**src/rtl/fpu_issue.sv**
```systemverilog
// fpu_issue: dispatches one CPU command to a selected FPU unit and returns its result, with timeout and bad-op handling.
module fpu_issue #(
  parameter int N_UNITS = 8,
  parameter int TIMEOUT = 255
) (
  input  logic         clk,
  input  logic         rst,
  input  logic         cmd_valid,
  output logic         cmd_ready,
  input  logic [2:0]   cmd_op,
  input  logic [31:0]  cmd_x1,
  input  logic [31:0]  cmd_x2,
  output logic [31:0]  unit_x1,
  output logic [31:0]  unit_x2,
  output logic [7:0]   unit_ready,
  input  logic [7:0]   unit_valid,
  input  logic [255:0] unit_y,
  output logic         res_valid,
  output logic [31:0]  res_data,
  output logic         res_err,
  input  logic         res_ack,
  output logic         busy
);
  typedef enum logic [1:0] {IDLE, ISSUE, WAIT, DONE} state_t;
  state_t state;
  logic [2:0] op;
  logic [7:0] cnt;
  logic hit, bad;
  logic [31:0] y;
  assign hit = unit_valid[op];
  assign y = unit_y[{op, 5'b0} +: 32];
  assign bad = int'(op) >= N_UNITS;
  assign cmd_ready = (state == IDLE) && !rst;
  assign unit_ready = (state == ISSUE && !bad) ? 8'b1 << op : 8'b0;
  assign res_valid = state == DONE;
  assign busy = state != IDLE;
  // Valid is tested before the counter so a result in the last WAIT cycle beats the timeout.
  always_ff @(posedge clk) begin
    if (rst) begin
      state <= IDLE;
      cnt <= '0;
      res_data <= '0;
      res_err <= 1'b0;
      op <= '0;
      unit_x1 <= '0;
      unit_x2 <= '0;
    end else begin
      case (state)
        IDLE: if (cmd_valid) begin
          op <= cmd_op;
          unit_x1 <= cmd_x1;
          unit_x2 <= cmd_x2;
          state <= ISSUE;
        end
        ISSUE: if (bad || hit) begin
          res_data <= bad ? 32'b0 : y;
          res_err <= bad;
          state <= DONE;
        end else begin
          cnt <= '0;
          state <= WAIT;
        end
        WAIT: if (hit || cnt == 8'(TIMEOUT - 1)) begin
          res_data <= hit ? y : 32'b0;
          res_err <= !hit;
          state <= DONE;
        end else cnt <= cnt + 8'd1;
        DONE: if (res_ack) state <= IDLE;
      endcase
    end
  end
endmodule

```
**config.mk**
```make
export PLATFORM = sky130hd
export DESIGN_NAME = fpu_issue
export DESIGN_NICKNAME = d
export VERILOG_FILES = /design/src/rtl/fpu_issue.sv
export SDC_FILE = /design/constraint.sdc
export NUM_CORES = 1
export LEC_CHECK = 0
export CORE_AREA = 4 4 172 174
export CTS_BUF_LIST = sky130_fd_sc_hd__clkbuf_2 sky130_fd_sc_hd__clkbuf_4 sky130_fd_sc_hd__clkbuf_8
export CTS_CLUSTER_SIZE = 10
export DETAILED_ROUTE_END_ITERATION = 6
export DIE_AREA = 0 0 176 178
export SETUP_SLACK_MARGIN = 0.02
export SLEW_MARGIN = 30
export SYNTH_ARGS = -nofsm -noshare
export SYNTH_HDL_FRONTEND = slang
export SYNTH_SLANG_ARGS = --single-unit
```
**constraint.sdc**
```tcl
create_clock -name clk -period 2.6 [get_ports clk]
set_input_delay 0.52 -clock clk [delete_from_list [all_inputs] [get_ports clk]]
set_output_delay 0.52 -clock clk [all_outputs]
set_load 0.02 [all_outputs]
```
-- Yosys cells after proc, flatten, opt, wreduce, memory -nomap -nowiden
Index checks and enable logic that the tools add are counted.
- output and inout bits: 108
- input port bits: 335
- register bits after elaboration: 110
- logic and storage cells: 50
- $lt $le $gt $ge: 1
- muxes and demuxes: 18
- shift-type cells: 2
- reduce and logical (&&, ||, !) cells: 11
- add/sub/neg operators: 1
- eq/ne operators: 10
- operators by type and width (cell ; count):
    variable part select 256 x 9 -> 32 bit ; 1
    2-to-1 mux 32 bit ; 3
    case mux 32 bit (2 select lines) ; 1
    2-to-1 mux 8 bit ; 3
    case mux 8 bit (2 select lines) ; 1
    inequality test 2 bit, second input constant ; 5
    AND reduction 3 bit ; 3
    adder 8 x 1 -> 8 bit, second input constant ; 1
    equality test 8 bit, second input constant ; 1
    case mux 2 bit (4 select lines) ; 1
    left shift 1 x 3 -> 8 bit, first input constant ; 1
    2-to-1 mux 2 bit ; 3
    equality test 2 bit, second input constant ; 2
    < comparator 3 x 4 -> 1 bit, second input constant ; 1
    2-to-1 mux 1 bit ; 4
    nonzero test 2 bit ; 2
    binary-select mux 1 bit (select 3 bit) ; 1
    equality test 2 x 1 -> 1 bit, second input constant ; 1
    logical NOT 1 bit ; 2
    logical NOT 2 bit ; 1
    inequality test 2 x 1 -> 1 bit, second input constant ; 1
    case mux 1 bit (2 select lines) ; 1
    AND reduction 2 bit ; 1
    logical AND 1 bit ; 1
    logical OR 1 bit ; 1

-- Logic depth before layout (Yosys ltp)
Gate-level depths: netlist of the first run.
- depth in word-level cells: 5
- depth in mapped cells: 8
- mapped depth without buffers: 7

-- Least setup slack after synthesis of the first run
Ideal clock, no wire load.
- path kind: reg-to-output
- start point: reg op[1]
- end point: out unit_ready[2]
- stages on the path, launching flop included: 6
- slack: 0.314 ns
- data required time: 2.080 ns
- path buffers: 3
- data arrival time: 1.766 ns
- cells stage by stage: dfxtp_1 -> clkbuf_1 -> clkbuf_1 -> clkbuf_1 -> nand2_1 -> nor3_1
- cells in the longest elaborated chain, start to end: 2
- ends and longest elaborated chain (item ; RTL line ; RTL):
    start: declaration ; 26 ; logic [2:0] op;
    start signal: assignment ; 50 ; op <= cmd_op;
    left shift 1 x 3 -> 8 bit ; 34 ; assign unit_ready = (state == ISSUE && !bad) ? 8'b1 << op : 8'b0;
    2-to-1 mux 8 bit ; 34 ;
    end: declaration ; 15 ; output logic [7:0] unit_ready,
Every way passes these cells.

-- Final worst setup path of the first run
- start point: reg state[0]
- end point: out busy
- cells in the longest elaborated chain, start to end: 1
- ends and longest elaborated chain (item ; RTL line ; RTL):
    start: declaration ; 25 ; state_t state;
    start signal: assignment ; 40 ; state <= IDLE;
    start signal: assignment ; 53 ; state <= ISSUE;
    start signal: assignment ; 58 ; state <= DONE;
    nonzero test 2 bit ; 36 ; assign busy = state != IDLE;
    end: declaration ; 22 ; output logic busy
Every way passes these cells.

==> run summary, run 1 <==
# nets final - 1351
Period Utilization, post-route - 94.05%
Number of enable flip-flop cells after synthesis - 0
Largest net degree at the start of global routing - 68
PD cells - 654.3 nW/µm²
Placeable core region - 27780 µm²
Mapped Area - 6037 µm²
Required time at the endpoint of the critical path - 2080 ps
Number of DRC markers after the initial detailed-route iteration - 218
Via count - 6387
Hold Fails Final Rpt - 0
Final worst clock skew - 20.38 ps
Layout fillers - 2795
Horizontal extent of the die - 176 µm
Final number of setup-violating endpoints - 0
Placer congestion estimate - 0.8581
Cells resized by post-CTS repair - 10
Cell types occupying the most area after synthesis - sky130_fd_sc_hd__dfxtp_1 36%, sky130_fd_sc_hd__mux4_2 25%, sky130_fd_sc_hd__nand2_1 9.0%
Mapped Cells - 591
Worst min-delay path startpoint - unit_x2[0]$_SDFFE_PP0P_
Residual DRC - 0
Run status - finished clean
Netlist cell types - 40
Reg-to-reg critical path startpoint - op[0]$_SDFFE_PP0P_
GRT Util Overall - 18.87%
TritonRoute pass-1 iters - 6
Mean Syn Cell Area - 10.21 µm²
Fin crit period - 2445 ps
First-pass GRT wire length - 43.42 mm
Setup repair after global routing missed its margin - false
Number of antenna violations at the first check in global routing - 16
Total leakage power - 3.810 nW
Number of synthesis warnings - 0
Post-detailed-routing wire length - 31.44 mm
CP arrival - 1930 ps
Prevailing post-synth register cell - sky130_fd_sc_hd__dfxtp_1
Number of global-route vias before repair - 6556
Critical path, cell by cell - inv_1 > ha_1 > inv_1 > clkdlybuf4s50_1
CTS clock-pin slew for the worst setup and hold paths - 120 ps
Floorplan die height - 178 µm
Max-cap violation count - 0
Number of sinks handled by clock tree synthesis - 110
Number of levels the H-tree was split into - 3
Hold slack final - 459.5 ps
Maximum ir drop on the vdd rail - 0.0003477 V
FF+latch count, synth - 110
CTS Buffer Depth - 2
Overflow left after global routing - 0
Total half-perimeter wirelength after legalization and detailed placement - 26.17 mm
Per-cell via count in the routed design - 4.562
CP Capture Type - primary output
Total buffers and inverters traversed by the critical path - 3
First element of the critical path - state[0]$_SDFFE_PP0P_
Latest clock arrival within the worst-skew pair - 400 ps
Post-CTS repair timing setup buffer count - 0
Relative area change from synthesis to final layout - 84.68%
Worst rel slew slack - 52.11%
Transition time of the tightest slew-check pin - 718.3 ps
Most frequent cell after synthesis - sky130_fd_sc_hd__nand2_1
Worst-path maximum fanout - 5
Slowest-stage cell, CP - sky130_fd_sc_hd__clkdlybuf4s50_1
Share of synthesized flip-flops with an asynchronous set or reset - 0%
# port buffers - 442
Kind of path behind the tightest hold check - reg -> reg
Ratio of cells with drive above 1 in the final layout - 12.23%
TritonCTS buffer count - 9
Yosys top cell by area - sky130_fd_sc_hd__dfxtp_1
Number of nets with antenna violations after routing - 0
Sequential-to-total area share from yosys stat - 36.48%
Number of placed I/O pins - 443
Net count after synthesis - 933
WL per Instance - 22.46 µm
Top cells by count, synth - 144 x sky130_fd_sc_hd__nand2_1, 110 x sky130_fd_sc_hd__dfxtp_1, 69 x sky130_fd_sc_hd__a21oi_1, 66 x sky130_fd_sc_hd__mux4_2, 33 x sky130_fd_sc_hd__mux2i_1
Crit path kind - reg -> out
Post-synth top area share - 36.48%
Cell seen most often among critical-path stages - sky130_fd_sc_hd__inv_1
Hold buffer count at cts - 0
Type of origin of the critical path - flip-flop
Root Buffer - sky130_fd_sc_hd__clkbuf_8
Floorplan die area - 31330 µm²
Count of final max-slew check failures - 0
Initial Util - 21.73%
Worst path top cell family by delay - buffers and inverters
TritonCTS clock tree - done
FMAX - 409.0 MHz
Count of standard-cell rows - 61
Total chip power - 0.007295 W
Slowest cell delay on critical path - 630 ps
Post-layout utilization of the core - 40.13%
worst register-to-register path: stages, from the launching register on:
cell and delay, ps:
sky130_fd_sc_hd__dfxtp_4 480, sky130_fd_sc_hd__mux4_2 570, sky130_fd_sc_hd__mux2i_4 280, sky130_fd_sc_hd__buf_4 200, sky130_fd_sc_hd__a31o_2 190, sky130_fd_sc_hd__nor4_1 60
sky130_fd_sc_hd__a2111oi_1 310
path summary, 6_finish.rpt:
check	to	slack, ps	cells past startpoint
setup / recovery	busy	150	4
hold / removal	unit_x2[0]$_SDFFE_PP0P_	460	2
setup reg to reg	state[0]$_SDFFE_PP0P_	380	6
hold reg to reg	unit_x2[0]$_SDFFE_PP0P_	460	2
stage by stage:
step	worst slack, ps	cell area, µm²	setup TNS (ps)	instances
after floorplan	314.4	6037	0	591
after global placement	33.27	10930	0	1376
after detailed placement	-32.04	10930	-32.04	1376
after CTS	110.9	11130	0	1392
after global routing	30.65	11130	0	1394
final	154.7	11150	0	1400
state kept, by name (all words and copies together), names as in the netlist:
register	flops
unit_x2	32
op	3
cnt	8
res_data	32
state	2
unit_x1	32
res_err	1
per-layer routing:
metal	wire length [µm]	GRT usage (%)
met1	11700	20.84
met2	15690	32.92
met3	3382	8.987
met4	605	4.613
met5	60	0
cell type report:
class / instances / area, µm² / share of cell area [%]
diodes: 8 / 20.02 / 0.1796
clock buffers: 9 / 123.9 / 1.111
multi-input cells: 419 / 3565 / 31.97
well taps: 378 / 473.0 / 4.242
flip-flops and latches: 110 / 2211 / 19.83
inverters: 8 / 30.03 / 0.2693
clock inverters: 7 / 88.84 / 0.7968
repair buffers: 461 / 4638 / 41.60
cells by family after synthesis:
| group | after synthesis | synth area share, % |
|---|---|---|
| flops | 110 | 36.48 |
| compound gates | 118 | 13.49 |
| xor+xnor | 3 | 0.4353 |
| fa+ha+maj | 7 | 1.451 |
| simple gates | 191 | 13.08 |
| mux | 100 | 30.47 |
| buf+inv | 62 | 4.601 |
where the power goes:
part	switching (W)	internal [W]	leakage [nW]
logic	0.00194	0.00195	2.80
registers	0.000260	0.00203	0.901
clock network	0.000725	0.000396	0.106
total	0.00292	0.00437	3.81
placed cells by master (no fill, tap or decap), drive strengths merged, types with 5 or more instances in the layout:
master / instances
nand2: 144
clkbuf: 9
dfxtp: 110
clkdlybuf4s50: 432
nand3: 9
inv: 11
nand2b: 5
o21ai: 7
ha: 7
diode: 8
buf: 20
a21oi: 70
mux2i: 34
nor2: 16
dlygate4sd2: 9
mux4: 66
o2bb2ai: 32
(Power assumes the default switching activity.)
==> run 2, diff against run 1 <==
- DONT_BUFFER_PORTS: not set -> 1
- SKIP_CTS_REPAIR_TIMING: not set -> 1
==> run summary, run 2 (synthesis results as in run 1) <==
TritonRoute pass-1 iters - 4
Number of sinks handled by clock tree synthesis - 110
Instance area at placement - 6424 µm²
PD cells - 897.0 nW/µm²
# nets final - 903
Crit path kind - reg -> reg
Residual DRC - 0
Biggest regs - res_data x32, unit_x1 x32, unit_x2 x32
Overflow left after global routing - 0
Floorplan die area - 31330 µm²
Required time at the endpoint of the critical path - 2850 ps
Layout fillers - 3058
Worst rel slew slack - 47.23%
GRT Util Overall - 16.20%
Total leakage power - 2.039 nW
Post-detailed-routing wire length - 27.26 mm
Number of levels the H-tree was split into - 3
Worst slack at placement - 250.5 ps
Final worst-path setup slack - 222.9 ps
Most used cells in the layout excluding fill and tap cells - 143 x sky130_fd_sc_hd__nand2_1, 107 x sky130_fd_sc_hd__dfxtp_1, 69 x sky130_fd_sc_hd__a21oi_1
Horizontal extent of the die - 176 µm
Relative area change from synthesis to final layout - 10.20%
First-pass GRT wire length - 35.88 mm
Setup TNS - 0 ps
Final worst clock skew - 23.06 ps
Most common cell after layout, fill and taps aside - sky130_fd_sc_hd__nand2_1
FMAX - 420.7 MHz
Via count - 4875
Initial Util - 21.73%
Setup repair after global routing missed its margin - false
CTS Buffer Depth - 2
Placer congestion estimate - 0.8629
Total buffers and inverters traversed by the critical path - 0
Period Utilization, post-route - 91.43%
Floorplan die height - 178 µm
Maximum ir drop on the vdd rail - 0.0003344 V
Total chip power - 0.005967 W
Ratio of cells with drive above 1 in the final layout - 20.67%
Number of placed I/O pins - 443
Per-cell via count in the routed design - 5.099
Number of nets with antenna violations after routing - 0
Slowest cell delay on critical path - 700 ps
TritonCTS clock tree - done
Latest clock arrival within the worst-skew pair - 390 ps
Fin crit period - 2377 ps
Post-layout utilization of the core - 23.95%
Number of DRC markers after the initial detailed-route iteration - 174
Run status - finished clean
Critical path, cell by cell - mux4_2 > mux2i_4 > or3_2 > o2bb2ai_1
TritonCTS buffer count - 9
Count of final max-slew check failures - 0
Final instance area - 6653 µm²
Placeable core region - 27780 µm²
Max-cap violation count - 0
# port buffers - 0
Count of standard-cell rows - 61
WL per Instance - 28.51 µm
Slowest-stage cell, CP - sky130_fd_sc_hd__or3_2
Total half-perimeter wirelength after legalization and detailed placement - 22.86 mm
Worst path top cell family by delay - multiplexers
Final number of setup-violating endpoints - 0
CP Capture Type - flip-flop
Kind of path behind the tightest hold check - in -> reg
Largest net degree at the start of global routing - 81
Number of global-route vias before repair - 4776
Number of antenna violations at the first check in global routing - 34
Root Buffer - sky130_fd_sc_hd__clkbuf_8
Transition time of the tightest slew-check pin - 791.5 ps
Worst-path maximum fanout - 32
Type of origin of the critical path - flip-flop
CTS clock-pin slew for the worst setup and hold paths - 130 ps
CP arrival - 2620 ps
Hold Fails Final Rpt - 0
run 2: cell types whose count changed in the layout (fill, tap and decap cells not counted), moves of 3 or more:
cell and delta:
sky130_fd_sc_hd__clkdlybuf4s50_1 -432, sky130_fd_sc_hd__diode_2 +4, sky130_fd_sc_hd__buf_12 -3, sky130_fd_sc_hd__buf_4 -3, sky130_fd_sc_hd__dlygate4sd2_1 -9
run 2: area by class of cell:
class | count | area, µm² | area share (%)
antenna | 12 | 30.03 | 0.4514
clock buffer | 9 | 123.9 | 1.862
timing repair buffer | 13 | 147.6 | 2.219
clock inverter | 7 | 72.57 | 1.091
inverter | 8 | 30.03 | 0.4514
multi-input combinational | 419 | 3565 | 53.58
sequential | 110 | 2211 | 33.23
tap | 378 | 473.0 | 7.109
run 2: final timing paths:
kind	start	to	slack, ps	cells past startpoint
min	rst	unit_x1[11]$_SDFFE_PP0P_	200	1
min reg2reg	cnt[7]$_SDFFE_PP0P_	cnt[7]$_SDFFE_PP0P_	510	2
max reg2reg	op[0]$_SDFFE_PP0P_	res_data[20]$_SDFFE_PP0P_	220	4
max	op[0]$_SDFFE_PP0P_	res_data[20]$_SDFFE_PP0P_	220	4
run 2: stage by stage:
step                      instances  hold WS (ps)
final                           956         202.3
after global placement          928         485.7
after global routing            952         147.0
after CTS                       944         153.3
after detailed placement        928         491.8
after floorplan                 591         457.0
run 2: layer usage:
metal / GRT usage [%] / routed length, µm / vias to the layer above
met1: 16.71 / 8982 / 2306
met4: 4.321 / 537 / 34
met2: 27.18 / 13330 / 347
li1: - / - / 2119
met5: 0 / 232 / -
met3: 10.81 / 4177 / 69
run 2: where the power goes:
group          leakage, nW  switching [W]  internal [W]
clock                0.102       0.000686      0.000382
combinational         1.04        0.00120      0.000929
sequential           0.901       0.000742       0.00203
